[src/rtl/beam_trigger_processor.sv]
// Masks per-beam triggers, applies holdoff, and timestamps accepted events into a 1-entry valid/ready register.
// Latency: trig_i sampled at edge k is loaded at edge k+1 and seen as valid at edge k+2.
// Backpressure: an accept while the output is full and not being taken is dropped and counted.
module beam_trigger_processor #(
    parameter int NBEAMS       = 2,
    parameter int HOLDOFF_BITS = 8,
    parameter int TSTAMP_BITS  = 16,
    parameter int DROP_BITS    = 16
) (
    input  logic                    ifclk,
    input  logic                    ifclk_rst_i,
    input  logic [NBEAMS-1:0]       trig_i,
    input  logic [NBEAMS-1:0]       mask_i,
    input  logic                    enable_i,
    input  logic [HOLDOFF_BITS-1:0] holdoff_i,
    input  logic                    drop_clr_i,
    output logic                    evt_valid_o,
    input  logic                    evt_ready_i,
    output logic [NBEAMS-1:0]       evt_beams_o,
    output logic [TSTAMP_BITS-1:0]  evt_time_o,
    output logic                    busy_o,
    output logic [DROP_BITS-1:0]    drop_count_o
);

    localparam logic [0:0] S_IDLE    = 1'b0;
    localparam logic [0:0] S_HOLDOFF = 1'b1;

    logic [0:0]              state;
    logic [HOLDOFF_BITS-1:0] hoc;
    logic [TSTAMP_BITS-1:0]  tstamp;
    logic [NBEAMS-1:0]       hit_q;
    logic [TSTAMP_BITS-1:0]  time_q;
    logic                    accept;
    logic                    take;
    logic                    drop;

    assign accept = (state == S_IDLE) && (|hit_q);
    assign take   = accept && (!evt_valid_o || evt_ready_i);
    assign drop   = accept && !take;
    assign busy_o = (state == S_HOLDOFF);

    always_ff @(posedge ifclk or posedge ifclk_rst_i) begin
        if (ifclk_rst_i) begin
            tstamp <= '0;
            hit_q  <= '0;
            time_q <= '0;
        end else begin
            tstamp <= tstamp + 1'b1;
            hit_q  <= trig_i & ~mask_i & {NBEAMS{enable_i}};
            time_q <= tstamp;
        end
    end

    // holdoff is latched only at acceptance, so later changes wait for the next event
    always_ff @(posedge ifclk or posedge ifclk_rst_i) begin
        if (ifclk_rst_i) begin
            state <= S_IDLE;
            hoc   <= '0;
        end else if (state == S_IDLE) begin
            if (accept) begin
                hoc <= holdoff_i;
                if (holdoff_i != '0) begin
                    state <= S_HOLDOFF;
                end
            end
        end else begin
            hoc <= hoc - 1'b1;
            if (hoc == HOLDOFF_BITS'(1)) begin
                state <= S_IDLE;
            end
        end
    end

    always_ff @(posedge ifclk or posedge ifclk_rst_i) begin
        if (ifclk_rst_i) begin
            evt_valid_o <= 1'b0;
            evt_beams_o <= '0;
            evt_time_o  <= '0;
        end else if (take) begin
            evt_valid_o <= 1'b1;
            evt_beams_o <= hit_q;
            evt_time_o  <= time_q;
        end else if (evt_valid_o && evt_ready_i) begin
            evt_valid_o <= 1'b0;
        end
    end

    // a clear coinciding with a drop leaves the count at one
    always_ff @(posedge ifclk or posedge ifclk_rst_i) begin
        if (ifclk_rst_i) begin
            drop_count_o <= '0;
        end else if (drop_clr_i) begin
            drop_count_o <= drop ? DROP_BITS'(1) : '0;
        end else if (drop && !(&drop_count_o)) begin
            drop_count_o <= drop_count_o + 1'b1;
        end
    end

endmodule

[config.mk]
export PLATFORM = sky130hd
export DESIGN_NAME = beam_trigger_processor
export DESIGN_NICKNAME = d
export VERILOG_FILES = /design/src/rtl/beam_trigger_processor.sv
export SDC_FILE = /design/constraint.sdc
export NUM_CORES = 1
export LEC_CHECK = 0
export ABC_AREA = 0
export CAP_MARGIN = 0
export CORE_MARGIN = 2
export CORE_UTILIZATION = 48
export DETAILED_ROUTE_END_ITERATION = 8
export GPL_TIMING_DRIVEN = 0
export PLACE_DENSITY = 0.85
export SLEW_MARGIN = 0
export SYNTH_ARGS = -nofsm -noshare
export SYNTH_HDL_FRONTEND = slang
export SYNTH_SLANG_ARGS = --single-unit
[constraint.sdc]
create_clock -name ifclk -period 3.1 [get_ports ifclk]
set_input_delay 0.465 -clock ifclk [delete_from_list [all_inputs] [get_ports ifclk]]
set_output_delay 0.465 -clock ifclk [all_outputs]
set_load 0.005 [all_outputs]
==> reports/qor.yml <==
outcome:
  status: "finished clean"
yosys:
  synth_fa_ha_area_share_pct: 1.483
  muxShareOfSynthArea_pct: 11.16
  synth_top_family_by_area: "simple AND/OR/NAND/NOR gates"
  yosys-top-cells-area: "dfrtp_1 58%, mux2_2 7.0%, mux2i_1 4.2%"
  syn_inst: 277
  yosys_warnings: 0
  ys.flop_type: "dfrtp_1"
  async_flop_share_pct: 100.0
  avgSynthCellArea_um2: 12.19
  ys_seq_area_share_pct: 57.82
  synth-compound-area-share_pct: 6.004
  synth.distinct_cells: 41
  synth_xor_area_share_pct: 5.189
  syn-num-nets: 298
  synth_simple_gate_area_share_pct: 16.16
  synth_top_area_cell: "dfrtp_1"
  synth_most_common_cell: "dfrtp_1"
  synth_edf_count: 0
  syn-cell-area_mm2: 0.003376
  yosys-top-cells-count: "78 x dfrtp_1, 21 x mux2_2, 20 x nand2_1"
  synth_seq_cells: 78
  synth_top_area_share_pct: 57.82
detailed_routing:
  viasPerCell: 5.440
  drt_iter0_drc: 127
  top_layer_used: "met4"
  wl_met2_mm: 3.417
  ant_nets: 0
  wl_met3_um: 214
  first_pass_iters: 5
  routed_wl_mm: 6.875
  vias: 2399
  post_drt_wl_per_cell_um: 15.59
  drc: 0
  wl_met1_mm: 3.106
worst_setup_path:
  r2r_end: "evt_time_o[9]$_DFFE_PP0P_"
  cp_max_fo: 10
  critPathLaunchType: "input pin"
  rr_startpoint: "evt_valid_o$_DFFE_PP0P_"
  cpMaxStageDelayCell: "nor3_2"
  timing_worst_setup_path_type: "in2reg"
  critPathTopFamily: "simple AND/OR/NAND/NOR gates"
  rr_worst_depth: 4
  endpoint: "evt_time_o[9]$_DFFE_PP0P_"
  crit_path_cell_trace: "clkdlybuf4s50_1, and2b_1, nor3_2, buf_4, mux2_2"
  critical_path_arrival_ns: 2.45
  rrSetupSlack_ns: 1.10
  startpoint: "evt_ready_i"
  cp_slowest_stage_delay_ns: 0.59
  cp_num_buf_inv: 2
  cp.depth: 5
  required_ns: 3.33
  end_kind: "flop"
timing:
  finalCriticalPeriod_ns: 2.221
  tightestPinTransition_ns: 0.7621
  grt_setup_unrepaired: "no"
  final.setup_skew_ns: 0.01220
  fmax_mhz: 450.2
  period_share_pct: 71.65
  slew_headroom_pct: 48.77
  finalHoldViolCount: 0
  setup_viol: 0
  finalMaxSlewViolations: 0
floorplan:
  die_y_um: 87.86
  start_util_pct: 49.69
  fp-row-count: 30
  fp.dieW_um: 87.86
  dieArea_mm2: 0.007719
  io_pins: 53
  core_mm2: 0.006794
pwr:
  p_total_mw: 2.290
  powerDensity_mw_per_mm2: 542.4
  irDropWorstVdd_mv: 0.2768
  power.static_leakage_nw: 1.893
place:
  place_congestion: 0.7892
  port_buffers: 51
  dp_cells: 425
  dp_hpwl_mm: 4.719
finish:
  antenna_cells: 0
  final_util_pct: 62.15
  fillers: 526
  final_nets: 361
  stdcell_count: 441
  area_delta_synth_final_pct: 25.09
  drive_gt1_share_pct: 14.78
global_route:
  gr-total-overflow: 0
  grt_usage_pct: 19.38
  antenna_found_initial: 0
  grt_pass1_vias: 2487
  grt_max_degree: 41
  grt_pass1_wl_mm: 11.52
clocking:
  clk_latency_ns: 0.34
  cts_buffer_depth: 2
  cts_hold_buf: 0
  cts-root-buf: "clkbuf_8"
  clk_pin_slew_ns: 0.09
  htree_levels: 3
  cts_tree: "yes"
  post_cts_resized: 0
  cts_buffers: 9
  post_cts_buffers: 0
  clkSinkCount: 78
min_path:
  whs_path_depth: 0
  hold_path.class: "reg2reg"
flow_run:
  cap_violations: 0
## worst min-delay path by stage
| stage | endpoint | start |
|---|---|---|
| floorplan | time_q[15]$_DFF_PP0_ | tstamp[15]$_DFF_PP0_ |
| global placement | time_q[15]$_DFF_PP0_ | tstamp[15]$_DFF_PP0_ |
| detailed placement | time_q[14]$_DFF_PP0_ | tstamp[14]$_DFF_PP0_ |
| CTS | time_q[15]$_DFF_PP0_ | tstamp[15]$_DFF_PP0_ |
| global route | time_q[14]$_DFF_PP0_ | tstamp[14]$_DFF_PP0_ |
| finish | time_q[15]$_DFF_PP0_ | tstamp[15]$_DFF_PP0_ |
## worst register-to-register path: cells and delay by family (launching register included)
kind	cells	cell delay, ns
DFF	1	0.37
buffers and inverters	1	0.32
and+or+nand+nor	2	0.84
muxes	1	0.35
## cell type report
cell class                 instances  area, um2  share of cell area (%)
buffer                             9      47.55                   1.126
clock buffer                       9      123.9                   2.933
clock inverter                     7      70.07                   1.659
inverter                           7      28.78                  0.6815
multi-input combinational        183       1350                   31.97
sequential                        78       1952                   46.22
tap                               96      120.1                   2.844
timing repair buffer              52      530.5                   12.56
## per-layer routing
metal	vias to the layer above	global-route usage [%]
met2	61	31.61
li1	1134	-
met1	1190	25.14
met5	-	0
met3	14	3.864
met4	0	8.671
## metrics by stage
step / setup slack (ns) / hold WS (ns) / setup TNS [ns] / area, um2
2_1_floorplan: 0.6400 / 0.3729 / 0 / 3376
3_3_place_gp: -0.5122 / 0.3864 / -39.74 / 4006
3_5_place_dp: 0.5245 / 0.4084 / 0 / 4029
4_1_cts: 0.8714 / 0.4271 / 0 / 4223
5_1_grt: 0.7921 / 0.4404 / 0 / 4223
6_report: 0.8788 / 0.4210 / 0 / 4223
## cell families (layout without fill, tap and decap cells)
| kind of cell | after synthesis | in the layout |
|---|---|---|
| xor gates and xnor gates | 20 | 20 |
| and+or+nand+nor | 93 | 93 |
| DFF | 78 | 78 |
| buffers and inverters | 16 | 84 |
| AOI/OAI and AO/OA | 31 | 31 |
| muxes | 35 | 35 |
| adders and majority gates | 4 | 4 |
## cell usage in the layout, fill, tap and decap left out, drive strengths merged, types with 11 or more instances in the layout
cell           Yosys  final
clkdlybuf4s50      0     51
nand2             20     20
a21oi             14     14
nand4             11     11
nor2              11     11
clkbuf             5     14
mux2              21     21
dfrtp             78     78
mux2i             14     14
xnor2             12     12
nand3             11     11
## state kept, by name (all words and copies together), names as in the netlist
signal,flops
evt_time_o,16
drop_count_o,16
tstamp,16
hit_q,2
evt_beams_o,2
busy_o,1
time_q,16
evt_valid_o,1
hoc,8
## power by group
group | switching [mW] | internal, mW
sequential | 0.0853 | 1.10
combinational | 0.143 | 0.198
clock | 0.389 | 0.374
total | 0.618 | 1.67
No activity file was read; power rests on OpenSTA's default activity.
